--- src/rtl/dct_quant_rle_pkg.sv ---
// Shared types and constants for the DCT quantizer / run-length encoder.
// LEVEL_W lives here because the token layout depends on it.
package dct_quant_rle_pkg;

  localparam int LEVEL_W = 12;
  localparam int RUN_W   = 4;

  localparam logic [7:0] ADDR_COEF  = 8'h00;
  localparam logic [7:0] ADDR_RECIP = 8'h08;
  localparam logic [7:0] ADDR_CTRL  = 8'h10;
  localparam logic [7:0] ADDR_FIFO  = 8'h11;

  localparam int CTRL_START    = 0;
  localparam int CTRL_CLR_DONE = 1;
  localparam int CTRL_CLR_ERR  = 2;

  localparam logic signed [LEVEL_W-1:0] LVL_MAX = {1'b0, {(LEVEL_W-1){1'b1}}};
  localparam logic signed [LEVEL_W-1:0] LVL_MIN = {1'b1, {(LEVEL_W-1){1'b0}}};
  localparam logic [16:0] M_POS_LIM = 17'(2**(LEVEL_W-1) - 1);
  localparam logic [16:0] M_NEG_LIM = 17'(2**(LEVEL_W-1));

  typedef struct packed {
    logic                      eob;
    logic [RUN_W-1:0]          run;
    logic signed [LEVEL_W-1:0] level;
  } token_t;

  typedef enum logic [1:0] {S_IDLE, S_QUANT, S_EOB} state_t;

  // Sign-magnitude multiply by a Q0.16 reciprocal, round half up on the
  // magnitude, then saturate the signed result.
  function automatic logic signed [LEVEL_W-1:0] quantize(
    input logic signed [15:0] coef,
    input logic [15:0]        recip
  );
    logic [15:0] mag;
    logic [32:0] prod;
    logic [16:0] m;
    logic [16:0] neg_m;
    logic signed [LEVEL_W-1:0] q;
    mag   = coef[15] ? 16'(-coef) : 16'(coef);
    prod  = {17'd0, mag} * {17'd0, recip} + 33'h0_0000_8000;
    m     = 17'(prod >> 16);
    neg_m = 17'd0 - m;
    if (!coef[15]) q = (m > M_POS_LIM) ? LVL_MAX : m[LEVEL_W-1:0];
    else           q = (m > M_NEG_LIM) ? LVL_MIN : neg_m[LEVEL_W-1:0];
    return q;
  endfunction

endpackage

--- src/rtl/dct_quant_rle_if.sv ---
// Avalon-MM slave bus bundle for the quantizer/RLE block.
interface dct_quant_rle_if;
  logic [7:0]  address;
  logic        write;
  logic [31:0] writedata;
  logic        read;
  logic [31:0] readdata;

  modport slave  (input address, write, writedata, read, output readdata);
  modport master (output address, write, writedata, read, input readdata);
endinterface

--- src/rtl/dct_quant_rle_sync_fifo.sv ---
// Single-clock FIFO; push is refused while full even if a pop happens the
// same cycle, pop is ignored while empty.
module sync_fifo #(
  parameter  int WIDTH = 17,
  parameter  int DEPTH = 16,
  localparam int AW    = $clog2(DEPTH),
  localparam int CW    = AW + 1
) (
  input  logic             clk_i,
  input  logic             rst_ni,
  input  logic             push_i,
  input  logic [WIDTH-1:0] wdata_i,
  input  logic             pop_i,
  output logic [WIDTH-1:0] rdata_o,
  output logic             full_o,
  output logic             empty_o,
  output logic [CW-1:0]    count_o
);

  logic [WIDTH-1:0] mem_q [DEPTH];
  logic [AW-1:0]    wr_ptr_q, rd_ptr_q;
  logic [CW-1:0]    count_q;
  logic             do_push, do_pop;

  assign full_o  = (count_q == CW'(DEPTH));
  assign empty_o = (count_q == '0);
  assign count_o = count_q;
  assign rdata_o = mem_q[rd_ptr_q];
  assign do_push = push_i && !full_o;
  assign do_pop  = pop_i && !empty_o;

  always_ff @(posedge clk_i) begin
    if (do_push) mem_q[wr_ptr_q] <= wdata_i;
  end

  always_ff @(posedge clk_i or negedge rst_ni) begin
    if (!rst_ni) begin
      wr_ptr_q <= '0;
      rd_ptr_q <= '0;
      count_q  <= '0;
    end else begin
      if (do_push) wr_ptr_q <= wr_ptr_q + 1'b1;
      if (do_pop)  rd_ptr_q <= rd_ptr_q + 1'b1;
      case ({do_push, do_pop})
        2'b10:   count_q <= count_q + 1'b1;
        2'b01:   count_q <= count_q - 1'b1;
        default: count_q <= count_q;
      endcase
    end
  end

endmodule

--- src/rtl/dct_quant_rle.sv ---
// Quantizes 8 DCT coefficients by per-index reciprocals and run-length
// encodes them into a token FIFO the CPU pops over the same slave port.
module dct_quant_rle
  import dct_quant_rle_pkg::*;
#(
  parameter int          FIFO_DEPTH = 16,
  parameter logic [15:0] RECIP_RST  = 16'h1000
) (
  input  logic             csi_clk,
  input  logic             rsi_reset_n,
  dct_quant_rle_if.slave   avs_s0,
  output logic             ins_irq
);

  localparam int CNT_W = $clog2(FIFO_DEPTH) + 1;

  state_t                    state_q, state_d;
  logic [2:0]                idx_q, idx_d;
  logic [RUN_W-1:0]          run_q, run_d;
  logic                      done_q, done_d, err_q, err_d;
  logic signed [15:0]        coef_q [8];
  logic [15:0]               recip_q [8];
  logic [31:0]               readdata_q, rdata_d;
  logic signed [LEVEL_W-1:0] level;
  token_t                    push_tok, head_tok;
  logic                      push, pop, full, empty;
  logic [CNT_W-1:0]          count;
  logic busy, wr_coef, wr_recip, wr_ctrl, start_req, sel_coef, sel_recip;
  logic unused_wdata;

  assign unused_wdata = ^avs_s0.writedata[31:16];

  assign busy      = (state_q != S_IDLE);
  assign sel_coef  = (avs_s0.address[7:3] == ADDR_COEF[7:3]);
  assign sel_recip = (avs_s0.address[7:3] == ADDR_RECIP[7:3]);
  assign wr_coef   = avs_s0.write && sel_coef;
  assign wr_recip  = avs_s0.write && sel_recip;
  assign wr_ctrl   = avs_s0.write && (avs_s0.address == ADDR_CTRL);
  assign start_req = wr_ctrl && avs_s0.writedata[CTRL_START];
  assign pop       = avs_s0.read && (avs_s0.address == ADDR_FIFO) && !empty;

  always_ff @(posedge csi_clk or negedge rsi_reset_n) begin
    if (!rsi_reset_n) begin
      for (int i = 0; i < 8; i++) begin
        coef_q[i]  <= '0;
        recip_q[i] <= RECIP_RST;
      end
    end else if (!busy) begin
      if (wr_coef)  coef_q[avs_s0.address[2:0]]  <= avs_s0.writedata[15:0];
      if (wr_recip) recip_q[avs_s0.address[2:0]] <= avs_s0.writedata[15:0];
    end
  end

  assign level = quantize(coef_q[idx_q], recip_q[idx_q]);

  always_comb begin
    state_d  = state_q;
    idx_d    = idx_q;
    run_d    = run_q;
    push     = 1'b0;
    push_tok = '0;
    done_d   = done_q;
    err_d    = err_q;
    if (wr_ctrl && avs_s0.writedata[CTRL_CLR_DONE]) done_d = 1'b0;
    if (wr_ctrl && avs_s0.writedata[CTRL_CLR_ERR])  err_d  = 1'b0;
    if (busy && (wr_coef || wr_recip || start_req)) err_d  = 1'b1;
    unique case (state_q)
      S_IDLE: begin
        if (start_req) begin
          state_d = S_QUANT;
          idx_d   = '0;
          run_d   = '0;
        end
      end
      S_QUANT: begin
        // Whole pipeline holds on a full FIFO, zero or not, so idx only moves with space.
        if (!full) begin
          if (level != '0) begin
            push           = 1'b1;
            push_tok.run   = run_q;
            push_tok.level = level;
            run_d          = '0;
          end else begin
            run_d = run_q + 1'b1;
          end
          if (idx_q == 3'd7) state_d = S_EOB;
          else               idx_d   = idx_q + 1'b1;
        end
      end
      S_EOB: begin
        if (!full) begin
          push         = 1'b1;
          push_tok.eob = 1'b1;
          run_d        = '0;
          done_d       = 1'b1;
          state_d      = S_IDLE;
        end
      end
      default: state_d = S_IDLE;
    endcase
  end

  always_ff @(posedge csi_clk or negedge rsi_reset_n) begin
    if (!rsi_reset_n) begin
      state_q <= S_IDLE;
      idx_q   <= '0;
      run_q   <= '0;
      done_q  <= 1'b0;
      err_q   <= 1'b0;
    end else begin
      state_q <= state_d;
      idx_q   <= idx_d;
      run_q   <= run_d;
      done_q  <= done_d;
      err_q   <= err_d;
    end
  end

  sync_fifo #(.WIDTH($bits(token_t)), .DEPTH(FIFO_DEPTH)) u_fifo (
    .clk_i   (csi_clk),
    .rst_ni  (rsi_reset_n),
    .push_i  (push),
    .wdata_i (push_tok),
    .pop_i   (pop),
    .rdata_o (head_tok),
    .full_o  (full),
    .empty_o (empty),
    .count_o (count)
  );

  always_comb begin
    rdata_d = '0;
    if (sel_coef) begin
      rdata_d[15:0] = coef_q[avs_s0.address[2:0]];
    end else if (sel_recip) begin
      rdata_d[15:0] = recip_q[avs_s0.address[2:0]];
    end else if (avs_s0.address == ADDR_CTRL) begin
      rdata_d[31]         = err_q;
      rdata_d[30]         = done_q;
      rdata_d[29]         = busy;
      rdata_d[CNT_W-1:0]  = count;
    end else if (avs_s0.address == ADDR_FIFO && !empty) begin
      rdata_d[31]           = 1'b1;
      rdata_d[30]           = head_tok.eob;
      rdata_d[15:12]        = head_tok.run;
      rdata_d[LEVEL_W-1:0]  = head_tok.level;
    end
  end

  always_ff @(posedge csi_clk or negedge rsi_reset_n) begin
    if (!rsi_reset_n)     readdata_q <= '0;
    else if (avs_s0.read) readdata_q <= rdata_d;
  end

  assign avs_s0.readdata = readdata_q;
  assign ins_irq         = done_q;

endmodule

--- src/flat_wrapper.sv ---
// flat-port wrapper written by rule: the top's interface ports become plain ports
module dct_quant_rle_flat import dct_quant_rle_pkg::*;
#(
  parameter int          FIFO_DEPTH = 16,
  parameter logic [15:0] RECIP_RST  = 16'h1000
)
  (csi_clk, rsi_reset_n, ins_irq, avs_s0_address, avs_s0_write, avs_s0_writedata, avs_s0_read, avs_s0_readdata);
  dct_quant_rle_if avs_s0_i ();
  input  logic csi_clk;
  input  logic rsi_reset_n;
  output logic ins_irq;
  input wire logic [$bits(avs_s0_i.address)-1:0] avs_s0_address;
  input wire logic [$bits(avs_s0_i.write)-1:0] avs_s0_write;
  input wire logic [$bits(avs_s0_i.writedata)-1:0] avs_s0_writedata;
  input wire logic [$bits(avs_s0_i.read)-1:0] avs_s0_read;
  output wire logic [$bits(avs_s0_i.readdata)-1:0] avs_s0_readdata;
  assign avs_s0_i.address = avs_s0_address;
  assign avs_s0_i.write = avs_s0_write;
  assign avs_s0_i.writedata = avs_s0_writedata;
  assign avs_s0_i.read = avs_s0_read;
  assign avs_s0_readdata = avs_s0_i.readdata;
  dct_quant_rle #(.FIFO_DEPTH(FIFO_DEPTH), .RECIP_RST(RECIP_RST)) u_core (.csi_clk(csi_clk), .rsi_reset_n(rsi_reset_n), .avs_s0(avs_s0_i), .ins_irq(ins_irq));
endmodule
--- config.mk ---
export PLATFORM = sky130hd
export DESIGN_NAME = dct_quant_rle_flat
export DESIGN_NICKNAME = d
export VERILOG_FILES = /design/src/rtl/dct_quant_rle_pkg.sv /design/src/rtl/dct_quant_rle_if.sv /design/src/rtl/dct_quant_rle_sync_fifo.sv /design/src/rtl/dct_quant_rle.sv /design/src/flat_wrapper.sv
export SDC_FILE = /design/constraint.sdc
export NUM_CORES = 1
export LEC_CHECK = 0
export BUFFER_PORTS_ARGS = -buffer_cell sky130_fd_sc_hd__buf_2
export CAP_MARGIN = 40
export CORE_ASPECT_RATIO = 0.6
export CORE_MARGIN = 2
export CORE_UTILIZATION = 40
export CTS_BUF_LIST = sky130_fd_sc_hd__clkbuf_4
export DETAILED_ROUTE_END_ITERATION = 10
export MAX_ROUTING_LAYER = met4
export PLACE_DENSITY = 0.65
export RECOVER_POWER = 50
export SLEW_MARGIN = 10
export SYNTH_ARGS = -nofsm -noshare
export SYNTH_HDL_FRONTEND = slang
export SYNTH_SLANG_ARGS = --single-unit
--- constraint.sdc ---
create_clock -name csi_clk -period 12.47 [get_ports csi_clk]
set_input_delay 1.8705 -clock csi_clk [delete_from_list [all_inputs] [get_ports csi_clk]]
set_output_delay 1.8705 -clock csi_clk [all_outputs]
set_load 0.01 [all_outputs]
==> impl_metrics.ini <==
[floorplan]
io_pins = 77
coreArea_sq_um = 89900
die-area_sq_um = 93400
die_w_um = 393
std_cell_rows = 85
initial_core_util = 0.404
fp.dieH_um = 237

[sta]
finalHoldViolCount = 0
finalSetupViolCount = 0
fin_hold_ws_ns = 0.506
period_minus_slack_ns = 11.98
fin_tns_setup_ns = 0
slew_headroom = -2.63
fin_crit_sh = 0.961
worst_clock_skew_ns = 0.0776
slew_viol_final = 493
grt_setup_unrepaired = no
timing.fmax_mhz = 83.5
tightest_slew_ns = 5.45

[clock_network]
h-tree-depth = 3
clock_path_buffers = 3
path_clk_slew_ns = 0.08
clock-sinks = 571
cts_buffers = 116
insertion_delay_ns = 0.95
cts-root-buf = clkbuf_4
cts_tree = built

[worst_hold_path]
hp-class = reg2reg

[run_status]
status = finished, violations left
violations = capacitance limit, slew limit

[setup_path]
setup.worst_path.class = reg2reg
rrSetupSlack_ns = 0.49
crit_family = adder cells
path_max_fanout = 7
crit_slowest_cell = mux4_1
start_kind = flop
worstPathRequired_ns = 13.33
crit_path_end_kind = flop
path_buf_inv = 9
cp_data_arrival_time_ns = 12.84
slowest_delay_ns = 0.58

[synthesis]
yosys_warnings = 0
syn_inst = 2969
synth_seq_cells = 571
async_flop_share = 0.524
synth_edf_count = 272
synth_area_per_cell_sq_um = 12.2
synth_area_sq_um = 36300
synth_flop_cell = dfrtp_1
synth_cell_type_count = 88
synth_seq_area_share = 0.431

[layout]
fin_area_sq_um = 40400
syn2layout_area_growth_pct = 11.0
nets = 3516
drive_above_1_share = 0.259

[drt]
vias = 25600
drt-initial-drc-count = 2837
first_pass_iters = 5
drt_wl_total_um = 106000
drtAntennaViolNets = 0
viasPerCell = 5.76
drc = 0
wire_per_inst_um = 23.8

[place]
numPortBuffers = 47
place_area_sq_um = 39000
hpwlAfterDp_um = 75900
gp_congestion = 0.974

[grt]
use_met3 = 0.0849
grt_use_total = 0.238
use_met2 = 0.303
grt_first_pass_wirelength_um = 162000
grt_pass1_vias = 25500
grt_use_met1 = 0.358
grt_max_degree = 101
gr-max-usage-layer = met1
antenna_found_initial = 7
overflow = 0

[flow_run]
timing.max_cap.violations = 13

[pwr]
p_leak_nw = 16.7
ir_drop_v = 0.000144
power-per-cell-area_nw_per_um2 = 111
## final timing paths
check / startpoint / end / cells past startpoint
max: u_core.idx_q[0] / u_core.u_fifo.count_o[4] / 45
min: u_core.err_q / u_core.err_q / 2
max reg2reg: u_core.idx_q[0] / u_core.u_fifo.count_o[4] / 45
min reg2reg: u_core.err_q / u_core.err_q / 2
max in group asynchronous: rsi_reset_n / u_core.coef_q[119] / 4
min in group asynchronous: rsi_reset_n / u_core.recip_q[74] / 1
## metrics by stage
| stage | power, mW | std cells | utilization | setup slack [ns] |
|---|---|---|---|---|
| 6_report | 4.48 | 4454 | 0.449 | 0.492 |
| 5_1_grt | 4.68 | 4453 | 0.449 | 0.0107 |
| 4_1_cts | 4.47 | 4437 | 0.451 | 0.188 |
| 3_5_place_dp | 3.04 | 4232 | 0.434 | 0.314 |
| 3_3_place_gp | 3.02 | 4203 | 0.429 | 0.301 |
| 2_1_floorplan | 2.71 | 2981 | - | 0.0805 |
## sequential cells by signal (all words and copies together), names as in the netlist
signal / count
u_core.avs_s0.readdata: 19
u_core.coef_q: 128
u_core.err_q: 1
u_core.idx_q: 3
u_core.ins_irq: 1
u_core.recip_q: 128
u_core.run_q: 4
u_core.state_q: 2
u_core.u_fifo.count_o: 5
u_core.u_fifo.mem_q: 272
u_core.u_fifo.rd_ptr_q: 4
u_core.u_fifo.wr_ptr_q: 4
## cells by family (layout without fill, tap and decap cells)
| logic type | after synthesis | count (layout) | synth area share |
|---|---|---|---|
| AO/OA/AOI/OAI | 410 | 410 | 0.0780 |
| XOR/XNOR | 43 | 43 | 0.0107 |
| adder cells (fa/ha/maj) | 331 | 331 | 0.154 |
| buffers and inverters | 461 | 708 | 0.0496 |
| flip-flops | 571 | 571 | 0.431 |
| multiplexers | 488 | 488 | 0.192 |
| other | 1 | 21 | 0.000103 |
| AND/OR/NAND/NOR | 664 | 664 | 0.0847 |
## timing repair
| item | CTS | global route |
|---|---|---|
| hold buffers | 0 | 0 |
| setup endpoints to repair | 0 | 76 |
| buffers inserted | 0 | 8 |
| resized for setup | 0 | 8 |
## cell type report
type,count,area (sq um)
diodes,8,20.0
clock buffers,167,1250
clock inverters,38,263
fillers,8285,49500
inverters,283,1060
multi-input cells,1949,19000
flip-flops and latches,571,15700
well taps,1218,1520
repair buffers,220,1550
## report_power, final
group / leakage [nW] / switching (mW) / internal [mW]
logic: 9.45 / 0.559 / 0.357
registers: 6.32 / 0.0764 / 2.05
clock network: 0.892 / 0.756 / 0.683
total: 16.7 / 1.39 / 3.09
## cell usage in the layout (no fill, tap or decap), types with 93 or more instances in the layout
cell type	n
mux2_2	286
dfrtp_1	286
inv_1	282
edfxtp_1	272
nor2_1	202
nand2_1	201
fa_1	195
clkbuf_4	168
ha_1	135
mux4_2	129
buf_4	127
a21oi_1	93
## routing by layer
layer  part of all wire  wire (um)  vias up
met5                  0          0        -
met4              0.015       1630        0
met3               0.13      13300      143
met2               0.39      41700     1361
met1               0.47      49300    13100
li1                   -          -    11100
## worst min-delay path: stages, from the launching register on
cell and delay [ns]:
dfrtp_1 0.36, nand2_1 0.05, o21ai_0 0.06
## synthesized netlist by cell type (5+ instances only)
library cell / n / area share
buf_4: 13 / 0.0027
clkbuf_1: 131 / 0.014
a21oi_1: 93 / 0.013
a211oi_1: 9 / 0.0019
dfrtp_1: 291 / 0.20
a31oi_1: 8 / 0.0014
mux2i_1: 64 / 0.018
o211ai_1: 16 / 0.0033
mux4_2: 129 / 0.080
buf_1: 26 / 0.0027
nor3_1: 18 / 0.0025
and3_1: 15 / 0.0026
a21o_1: 15 / 0.0031
or2_2: 13 / 0.0022
a22o_1: 22 / 0.0053
nand2b_1: 34 / 0.0059
nor2b_1: 23 / 0.0040
edfxtp_1: 272 / 0.22
a22oi_1: 56 / 0.012
nor2_1: 220 / 0.023
buf_2: 6 / 0.00083
a221oi_1: 45 / 0.011
nor4_1: 12 / 0.0021
inv_1: 282 / 0.029
nand4_1: 30 / 0.0052
nand2_1: 201 / 0.021
o22ai_1: 15 / 0.0026
o21a_1: 13 / 0.0027
xnor2_1: 27 / 0.0065
xor2_1: 15 / 0.0036
or3_1: 8 / 0.0014
o21ai_0: 68 / 0.0094
mux4_1: 5 / 0.0036
ha_1: 136 / 0.047
nand3_1: 49 / 0.0067
and2_1: 20 / 0.0034
mux2_2: 286 / 0.089
o31ai_1: 7 / 0.0014
fa_1: 195 / 0.11
dfstp_2: 8 / 0.0058
Note: power is estimated with default switching activity, not from simulation.
